==> src/rtl/mux_n_to_1_pipe_pkg.sv <==
// Shared pipeline definitions: skid-buffer occupancy encodings, default datapath
// width and the clog2 helper macro used to derive select widths.
`ifndef MIPS_CLOG2
`define MIPS_CLOG2(n) ($clog2(n))
`endif

package mips_pipe_defs;

  typedef enum logic [1:0] {
    ST_EMPTY = 2'd0,
    ST_ONE   = 2'd1,
    ST_TWO   = 2'd2
  } occ_state_t;

  localparam int DEFAULT_WIDTH = 32;

endpackage

==> src/rtl/mux_n_to_1_comb.sv <==
// Purely combinational WIDTH x NUM_IN selector; flags an index that names no input
// and returns zero data for it.
module mux_n_to_1_comb
  import mips_pipe_defs::*;
#(
  parameter int WIDTH  = DEFAULT_WIDTH,
  parameter int NUM_IN = 4,
  parameter int SEL_W  = `MIPS_CLOG2(NUM_IN)
) (
  input  logic [WIDTH*NUM_IN-1:0] in_bus,
  input  logic [SEL_W-1:0]        sel,
  output logic [WIDTH-1:0]        data,
  output logic                    sel_err
);

  always_comb begin
    // NOTE: every output gets a default before the loop so no path leaves it unassigned (no latch).
    data    = '0;
    sel_err = 1'b1;
    for (int k = 0; k < NUM_IN; k++) begin
      if (sel == SEL_W'(k)) begin
        data    = in_bus[k*WIDTH +: WIDTH];
        sel_err = 1'b0;
      end
    end
  end

endmodule

==> src/rtl/mux_n_to_1_pipe.sv <==
// Registered N-to-1 mux with valid/ready handshake and a 2-entry skid buffer.
// Optional build macro MUX_PIPE_HOLD_LAST_EN: Mux_Out holds the last delivered value when idle.
module mux_n_to_1_pipe
  import mips_pipe_defs::*;
#(
  parameter int WIDTH  = DEFAULT_WIDTH,
  parameter int NUM_IN = 4,
  parameter int SEL_W  = `MIPS_CLOG2(NUM_IN)  // derived; leave at default
) (
  input  logic                    Clk,
  input  logic                    Reset,
  input  logic [WIDTH*NUM_IN-1:0] In_Bus,
  input  logic [SEL_W-1:0]        Sel,
  input  logic                    In_Valid,
  output logic                    In_Ready,
  input  logic                    Flush,
  output logic [WIDTH-1:0]        Mux_Out,
  output logic                    Out_Valid,
  input  logic                    Out_Ready,
  output logic                    Sel_Err
);

`ifdef MUX_PIPE_HOLD_LAST_EN
  localparam bit HOLD_LAST = 1'b1;
`else
  localparam bit HOLD_LAST = 1'b0;
`endif

  occ_state_t       state;
  logic [WIDTH-1:0] main_q;
  logic [WIDTH-1:0] skid_q;
  logic             in_ready_q;
  logic             out_valid_q;
  logic             sel_err_q;

  logic [WIDTH-1:0] pick_data;
  logic             pick_err;
  logic             accept;
  logic             deliver;

  mux_n_to_1_comb #(
    .WIDTH  (WIDTH),
    .NUM_IN (NUM_IN),
    .SEL_W  (SEL_W)
  ) u_sel (
    .in_bus  (In_Bus),
    .sel     (Sel),
    .data    (pick_data),
    .sel_err (pick_err)
  );

  assign accept  = In_Valid && in_ready_q;
  assign deliver = out_valid_q && Out_Ready;

  always_ff @(posedge Clk or posedge Reset) begin
    if (Reset) begin
      // NOTE: sequential state uses non-blocking assignments so every register samples pre-edge values.
      state       <= ST_EMPTY;
      main_q      <= '0;
      // NOTE: the skid register is cleared on reset as well, so no stale entry can ever surface.
      skid_q      <= '0;
      in_ready_q  <= 1'b1;
      out_valid_q <= 1'b0;
      sel_err_q   <= 1'b0;
    end else if (Flush) begin
      // Flush outranks accept and deliver; a same-cycle input is dropped.
      state       <= ST_EMPTY;
      main_q      <= '0;
      skid_q      <= '0;
      in_ready_q  <= 1'b1;
      out_valid_q <= 1'b0;
      sel_err_q   <= 1'b0;
    end else begin
      sel_err_q <= accept && pick_err;
      case (state)
        ST_EMPTY: begin
          if (accept) begin
            state       <= ST_ONE;
            main_q      <= pick_data;
            out_valid_q <= 1'b1;
          end
        end
        ST_ONE: begin
          case ({accept, deliver})
            2'b10: begin
              state      <= ST_TWO;
              skid_q     <= pick_data;
              in_ready_q <= 1'b0;
            end
            2'b01: begin
              state       <= ST_EMPTY;
              out_valid_q <= 1'b0;
              if (!HOLD_LAST) main_q <= '0;
            end
            2'b11:   main_q <= pick_data;
            default: ;
          endcase
        end
        ST_TWO: begin
          // In_Ready is low here, so only a delivery can move the state.
          if (deliver) begin
            state      <= ST_ONE;
            main_q     <= skid_q;
            skid_q     <= '0;
            in_ready_q <= 1'b1;
          end
        end
        default: begin
          state       <= ST_EMPTY;
          main_q      <= '0;
          skid_q      <= '0;
          in_ready_q  <= 1'b1;
          out_valid_q <= 1'b0;
        end
      endcase
    end
  end

  assign In_Ready  = in_ready_q;
  assign Out_Valid = out_valid_q;
  assign Mux_Out   = main_q;
  assign Sel_Err   = sel_err_q;

endmodule

==> config.mk <==
export PLATFORM = sky130hd
export DESIGN_NAME = mux_n_to_1_pipe
export DESIGN_NICKNAME = d
export VERILOG_FILES = /design/src/rtl/mux_n_to_1_pipe_pkg.sv /design/src/rtl/mux_n_to_1_comb.sv /design/src/rtl/mux_n_to_1_pipe.sv
export SDC_FILE = /design/constraint.sdc
export NUM_CORES = 1
export LEC_CHECK = 0
export CELL_PAD_IN_SITES_DETAIL_PLACEMENT = 0
export CELL_PAD_IN_SITES_GLOBAL_PLACEMENT = 2
export CORE_MARGIN = 10
export CORE_UTILIZATION = 26
export CTS_CLUSTER_SIZE = 30
export DETAILED_ROUTE_END_ITERATION = 10
export MAX_ROUTING_LAYER = met4
export PLACE_DENSITY = 0.78
export SKIP_CTS_REPAIR_TIMING = 1
export SLEW_MARGIN = 15
export SYNTH_ARGS = -nofsm -noshare
export SYNTH_HDL_FRONTEND = slang
export SYNTH_SLANG_ARGS = --single-unit
export TNS_END_PERCENT = 20
==> constraint.sdc <==
create_clock -name Clk -period 2.86 [get_ports Clk]
set_input_delay 0.715 -clock Clk [delete_from_list [all_inputs] [get_ports Clk]]
set_output_delay 0.715 -clock Clk [all_outputs]
set_load 0.03 [all_outputs]
==> impl_metrics.py <==
metrics = {
    "routing": {
        "dr.pass1.iters": 4,
        "drcViolationCount": 0,
        "num_vias": 2940,
        "drt.antenna.violating_nets": 0,
        "wire_per_inst_um": 19.7,
        "drtIter0Drc": 136,
        "viasPerCell": 4.91,
        "wl_um": 11800,
    },
    "logic_synthesis": {
        "syn_avg_cell_area_um2": 14.4,
        "synth_fa_ha_area_frac": 0,
        "synth_cell_types": 31,
        "synth-xor-area-share": 0,
        "synth_area_mm2": 0.00365,
        "syn_inst": 253,
        "synth_edf_count": 0,
        "synthSimpleGateAreaFrac": 0.0795,
        "synth_compound_area_frac": 0.185,
        "seq_area_frac_synth": 0.473,
        "synth_mux_area_frac": 0.205,
        "syn-num-nets": 388,
        "synth_top_family_by_area": "multiplexers",
        "async_flop_share": 1.00,
        "synthFlopType": "dfrtp_1",
        "ys_ff_latch": 69,
        "yosysWarnings": 0,
    },
    "timing": {
        "rsz0062_at_grt": "no",
        "slew_headroom": 0.354,
        "worst_pin_slew_ns": 0.967,
        "fmax_mhz": 390,
        "period_minus_slack_ns": 2.56,
        "post-route-period-util": 0.896,
        "hold_violations": 0,
        "setup_viol": 0,
        "fin_skew_ns": 0.00775,
        "tns_ns": 0,
        "holdWs_ns": 0.489,
        "slew_viol_final": 0,
    },
    "cts": {
        "clockBufferDepth": 2,
        "cts_sinks": 69,
        "cts_root_buffer": "clkbuf_16",
        "numCtsBuffers": 9,
        "insertion_delay_ns": 0.32,
        "clk_pin_slew_ns": 0.05,
        "htreeDepth": 3,
        "cts_tree": "yes",
    },
    "final_layout": {
        "seq_area_mm2": 0.00173,
        "fillers": 1297,
        "layout.nets": 550,
        "area_growth_pct": 58.1,
        "layout-drive-gt1-share": 0.148,
        "multiInputGateArea_mm2": 0.00175,
    },
    "placed_design": {
        "gp_congestion": 0.819,
        "dp_hpwl_um": 8970,
        "portBuffers": 169,
    },
    "status": {
        "status": "finished clean",
    },
    "die": {
        "num_rows": 43,
        "die_h_um": 139,
        "ioPinCount": 170,
        "core_area_mm2": 0.0138,
        "die-area_mm2": 0.0192,
        "fp.dieW_um": 139,
        "initial_core_util": 0.264,
    },
    "critical_path": {
        "path_cells": "clkdlybuf4s50_1 > and2_1 > a211o_1 > a21oi_4 > a221o_1",
        "crit_type": "in2reg",
        "worstSetupStartpointType": "primary input",
        "arrival_ns": 2.81,
        "slowest_stage": "a21oi_4",
        "end_kind": "flop",
        "path_max_fanout": 32,
        "cp_data_required_time_ns": 3.11,
        "max_stage_delay_ns": 0.77,
    },
    "global_route": {
        "grt_first_pass_wirelength_um": 18800,
        "grtUsageTotal": 0.124,
        "antenna_found_initial": 1,
        "grt_max_degree": 39,
        "grt-ovfl-total": 0,
        "grt_pass1_vias": 3323,
    },
    "power_and_ir_drop": {
        "ir_worst_vdd_mv": 0.245,
        "p_leak_nw": 2.37,
        "pwr_density_cell_mw_per_mm2": 496,
    },
    "flow_run": {
        "drv_cap": 0,
    },
    "min_path": {
        "hold_class": "reg2reg",
    },
}
==> area by class of cell <==
type,instances,share of cell area
Tap cell,180,0.0390
Clock buffer,12,0.0444
Clock inverter,2,0.00173
Antenna cell,1,0.000433
Sequential cell,69,0.299
Inverter,2,0.00152
Multi-Input combinational cell,155,0.302
Timing Repair Buffer,178,0.312
==> worst max-delay path: cells and delay by family <==
| kind | cells | cell delay (ns) |
|---|---|---|
| compound gates | 3 | 1.40 |
| buf+inv | 1 | 0.46 |
| simple gates | 1 | 0.23 |
==> per-stage QoR <==
| step | setup slack (ns) | util | area [um^2] | cells | total power, mW |
|---|---|---|---|---|---|
| after detailed placement | -0.0679 | 0.398 | 5510 | 584 | 1.89 |
| after CTS | 0.274 | 0.418 | 5770 | 598 | 2.92 |
| after floorplan | 0.407 | - | 3650 | 253 | 1.52 |
| final | 0.298 | 0.418 | 5780 | 599 | 2.86 |
| after global placement | -0.0243 | 0.398 | 5510 | 584 | 1.88 |
| after global routing | 0.163 | 0.418 | 5780 | 599 | 3.01 |
==> metal layers <==
metal  vias up  part of all wire  track usage
li1       1347                 -            -
met1      1478              0.45        0.148
met2       103              0.48        0.199
met3        12             0.056       0.0332
met4         0             0.014       0.0388
met5         -                 0            -
==> cells in the final DEF, fill, tap and decap left out, types with 2 or more instances in the layout <==
master	n
mux4_2	30
mux2i_1	2
a21oi_4	2
buf_2	2
mux4_1	2
and2_0	25
nand2_1	4
a22o_1	32
and2_1	8
dfrtp_1	68
o21bai_1	2
a21oi_1	3
clkdlybuf4s50_1	167
nand3b_1	2
clkinv_2	3
buf_12	4
clkbuf_16	9
clkbuf_8	2
buf_4	5
a221o_1	32
==> path summary, 6_finish.rpt <==
check	depth (start not counted)	endpoint	startpoint	slack, ns
worst min register to register	2	In_Ready	In_Ready	0.49
worst min-delay path	2	In_Ready	In_Ready	0.49
worst max register to register	4	Mux_Out[0]	state[1]	0.61
max in group asynchronous	3	Mux_Out[23]	Reset	1.47
min in group asynchronous	2	Out_Valid	Reset	0.76
worst max-delay path	5	Mux_Out[0]	Out_Ready	0.30
==> sequential cells by signal (all words and copies together) (netlist names) <==
signal	count
In_Ready	1
Out_Valid	1
Sel_Err	1
Mux_Out	32
skid_q	32
state	2
==> cell families (layout without fill, tap and decap cells) <==
logic type | count (synthesis) | count (layout)
flops | 69 | 69
compound gates | 74 | 74
mux | 34 | 34
buf+inv | 29 | 194
simple gates | 46 | 46
other cells | 1 | 2
==> synthesized netlist by cell type (all sizes together), types with 2 or more instances <==
library cell | count | area [um^2]
nand2 | 4 | 15.0
and3b | 2 | 21.3
inv | 2 | 7.51
nand3b | 2 | 15.0
o21bai | 2 | 15.0
a21oi | 5 | 36.3
buf | 22 | 180
nor3 | 2 | 10.0
a22o | 32 | 280
and2 | 33 | 206
a221o | 32 | 320
mux4 | 32 | 728
mux2i | 2 | 20.0
dfrtp | 68 | 1700
clkbuf | 5 | 18.8
==> where the power goes <==
part,switching (mW),internal (mW),total (mW)
sequential,0.0527,1.05,1.11
combinational,0.336,0.416,0.753
clock,0.382,0.621,1.00
total,0.771,2.09,2.86
Power figures use the tool's default switching activity.
